`src/rtl/c2h_stream_checker_pkg.sv`:
```
// Shared definitions for the C2H stream checker: FSM encoding and pattern word width.
package c2h_stream_checker_pkg;
  localparam int WORD_W = 32;

  typedef enum logic [1:0] {
    ST_IDLE = 2'd0,
    ST_RUN  = 2'd1,
    ST_DONE = 2'd2
  } state_t;
endpackage

```
`src/rtl/c2h_stream_checker_pattern_gen.sv`:
```
// Expected-beat generator: word i of the beat is (seed + beat index + i) mod 2^32.
module c2h_pattern_gen
  import c2h_stream_checker_pkg::*;
#(
  parameter int DATA_WIDTH = 512,
  parameter int LEN_WIDTH  = 16
) (
  input  logic [31:0]           seed,
  input  logic [LEN_WIDTH-1:0]  idx,
  output logic [DATA_WIDTH-1:0] pattern
);
  localparam int NUM_WORDS = DATA_WIDTH / WORD_W;

  logic [31:0] base;

  always_comb begin
    base    = seed + 32'(idx);
    pattern = '0;
    for (int i = 0; i < NUM_WORDS; i++) begin
      pattern[i*WORD_W +: WORD_W] = base + 32'(i);
    end
  end
endmodule

```
`config.mk`:
```
export PLATFORM = sky130hd
export DESIGN_NAME = c2h_pattern_gen
export DESIGN_NICKNAME = d
export VERILOG_FILES = /design/src/rtl/c2h_stream_checker_pkg.sv /design/src/rtl/c2h_stream_checker_pattern_gen.sv
export SDC_FILE = /design/constraint.sdc
export NUM_CORES = 1
export LEC_CHECK = 0
export CAP_MARGIN = 10
export CORE_AREA = 10 10 208 210
export DETAILED_ROUTE_END_ITERATION = 10
export DIE_AREA = 0 0 218 220
export SLEW_MARGIN = 20
export SYNTH_ARGS = -nofsm -noshare
export SYNTH_HDL_FRONTEND = slang
export SYNTH_SLANG_ARGS = --single-unit
```
`constraint.sdc`:
```
create_clock -name vclk -period 9.9
set_clock_uncertainty 0.1 [all_clocks]
set_input_delay 1.98 -clock vclk [all_inputs]
set_output_delay 1.98 -clock vclk [all_outputs]
set_load 0.02 [all_outputs]
```
==> flow_metrics.py <==
metrics = {
    "critical_path": {
        "slowest_stage": "clkdlybuf4s50_1",
        "slowest_delay_ns": 0.65,
        "worstPathArrival_ns": 7.31,
        "crit_path_start": "idx[0]",
        "cp_top_family": "simple AND/OR/NAND/NOR gates",
        "crit_type": "input port to output pin",
        "critPathMaxFanout": 25,
        "critPathLaunchType": "input port",
        "worst-path-buf-inv": 3,
        "critPathCaptureType": "output pin",
        "worstPathRequired_ns": 7.82,
        "critical_path.cell_chain": "clkdlybuf4s50_1 -> ha_1 -> fa_1 -> a211oi_2 -> o21ai_1 -> a41oi_1 -> xnor2_2 -> buf_4 -> nand4_1 -> nor2_1 -> nand3_1 -> nor2_1 -> xnor2_1 -> clkdlybuf4s50_1",
    },
    "global_routing": {
        "grt_pass1_vias": 11300,
        "antenna_found_initial": 1,
        "grt_max_degree": 30,
        "grt_pass1_wl_um": 83200,
        "grt_overflow": 0,
        "grt.total_usage_pct": 23.3,
    },
    "final_layout": {
        "fin_cells": 2353,
        "diodes": 0,
        "nets": 1909,
        "seqCellArea_sq_um": 0,
        "clockBufferCount": 0,
        "synthToLayoutAreaGrowth_pct": 74.0,
        "stdcell_area_sq_um": 15000,
        "final_layout_size_suffix_gt1_share_pct": 9.52,
        "nFlopsAndLatches": 0,
    },
    "detailed_routing": {
        "wl_per_cell_um": 25.9,
        "via_per_inst": 4.93,
        "finalWirelength_um": 60900,
        "dr_total_vias": 11600,
        "drtIter0Drc": 864,
        "drc_errors": 0,
        "drtPass1Iterations": 5,
        "antenna_left": 0,
    },
    "clocking": {
        "cts_resized": 0,
        "post-cts-setup-buffers": 0,
        "hold_buffers": 0,
    },
    "timing": {
        "period_needed_ns": 9.39,
        "hold_viol": 0,
        "fin_crit_sh_pct": 94.8,
        "worstMarginPinSlew_ns": 1.19,
        "setup_viol": 0,
        "fin_hold_ws_ns": 4.99,
        "max_slew_margin_pct": 19.7,
        "fmax_mhz": 107,
        "finalSetupTns_ns": 0,
        "rsz0062_at_grt": "false",
        "finalMaxSlewViolations": 0,
    },
    "yosys": {
        "avgSynthCellArea_sq_um": 6.52,
        "netlist_area_sq_um": 8590,
        "yosys.area_share.adder_pct": 4.60,
        "synth_top_family_by_area": "XOR/XNOR gates",
        "seq_area_frac_synth_pct": 0,
        "synth_compound_area_share_pct": 8.43,
        "synth_nets": 1397,
        "synth.area.mux_share_pct": 0,
        "synth_warnings": 0,
        "synth_cells": 1318,
        "ys_types": 67,
        "synthSimpleGateAreaFrac_pct": 31.6,
        "synth_xor_area_share_pct": 46.0,
    },
    "place": {
        "dpl.cell_count": 2353,
        "io_buffers": 560,
        "gp_congestion": 0.923,
        "dpl.hpwl_um": 50800,
        "placed_area_sq_um": 15000,
    },
    "die": {
        "fp.coreArea_sq_um": 39300,
        "dieArea_sq_um": 48000,
        "chipWidth_um": 218,
        "rows": 73,
        "start_util_pct": 21.9,
        "die_height_um": 220,
        "pin_count": 560,
    },
    "pwr": {
        "ir_drop_v": 0.0000713,
        "p_per_area_nw_per_um2": 145,
        "p_leak_nw": 4.87,
    },
    "hold_path": {
        "hold_start": "seed[27]",
        "min-delay-path-class": "input port to output pin",
    },
    "flow_run": {
        "maxCapViolations": 0,
    },
    "status": {
        "outcome": "finished clean",
    },
}
## layer usage
| layer | vias to the layer above | track usage [%] | part of all wire (%) |
|---|---|---|---|
| li1 | 5294 | - | - |
| met1 | 5635 | 28.5 | 41 |
| met2 | 582 | 41.0 | 48 |
| met3 | 81 | 4.87 | 8.1 |
| met4 | 2 | 5.07 | 2.4 |
| met5 | - | 0 | 0.013 |
## cell families (layout without fill, tap and decap cells)
logic type / after synthesis / in the layout
adder cells (fa/ha/maj): 31 / 31
buffers and inverters: 172 / 682
AO/OA/AOI/OAI: 100 / 100
AND/OR/NAND/NOR: 566 / 566
XOR/XNOR: 449 / 449
## tightest hold or removal path, stage by stage
cell and delay [ns]:
clkdlybuf4s50_1 0.51, xnor2_1 0.27, xnor2_1 0.17, buf_4 0.17
## power by group
group / total (mW) / switching, mW / leakage, nW / internal [mW]
Combinational: 2.16 / 1.27 / 4.87 / 0.894
Sequential: 0 / 0 / 0 / 0
Clock: 0 / 0 / 0 / 0
Total: 2.16 / 1.27 / 4.87 / 0.894
## cells in the mapped netlist (9+ instances only)
library cell / instances / area, sq um
clkbuf_1: 67 / 251
nand4_1: 42 / 263
nor3_1: 48 / 240
or2_2: 13 / 81.3
inv_1: 33 / 124
nor3_2: 10 / 100
a21oi_1: 32 / 160
o211ai_1: 9 / 67.6
and2_1: 9 / 56.3
nand2_1: 150 / 563
and4_1: 10 / 87.6
nand3_1: 50 / 250
buf_1: 16 / 60.1
nor2_1: 183 / 687
xnor2_1: 399 / 3490
buf_4: 36 / 270
xor2_1: 49 / 429
ha_1: 30 / 375
nor4_1: 20 / 125
## final cells by class
cell class / instances / area [sq um]
Fill cell: 4209 / 24300
Inverter: 43 / 161
Multi-Input combinational cell: 1146 / 7970
Tap cell: 525 / 657
Timing Repair Buffer: 639 / 6160
## cell usage in the layout (no fill, tap or decap), types with 8 or more instances in the layout
cell type        Yosys  routed
o21ai_0              8       8
a21oi_1             32      32
a211oi_1             8       8
nand2_1            150     150
nor4_1              20      17
o211ai_1             9       9
inv_1               33      33
nor3_2              10      11
xnor2_1            399     388
ha_1                30      30
or2_2               13      13
nor3_1              48      47
nand4_1             42      42
and2_1               9       9
nor2_1             183     183
buf_4               36     102
xor2_1              49      43
nand3_1             50      50
and4_1              10      10
xnor2_2              0      10
inv_2                8       8
clkdlybuf4s50_1      0     535
## final timing paths
check | end | slack (ns) | depth (start not counted)
worst min-delay path | pattern[283] | 4.99 | 4
worst max-delay path | pattern[115] | 0.51 | 14
## metrics by stage
| stage | utilization [%] | total power, mW | worst slack (ns) |
|---|---|---|---|
| after floorplan | - | 1.10 | 1.23 |
| after global placement | 38.0 | 2.17 | 0.796 |
| after detailed placement | 38.1 | 2.18 | 0.580 |
| after CTS | 38.1 | 2.18 | 0.579 |
| after global routing | 38.1 | 2.25 | 0.250 |
| final | 38.1 | 2.16 | 0.511 |
Note: power is estimated with default switching activity, not from simulation.
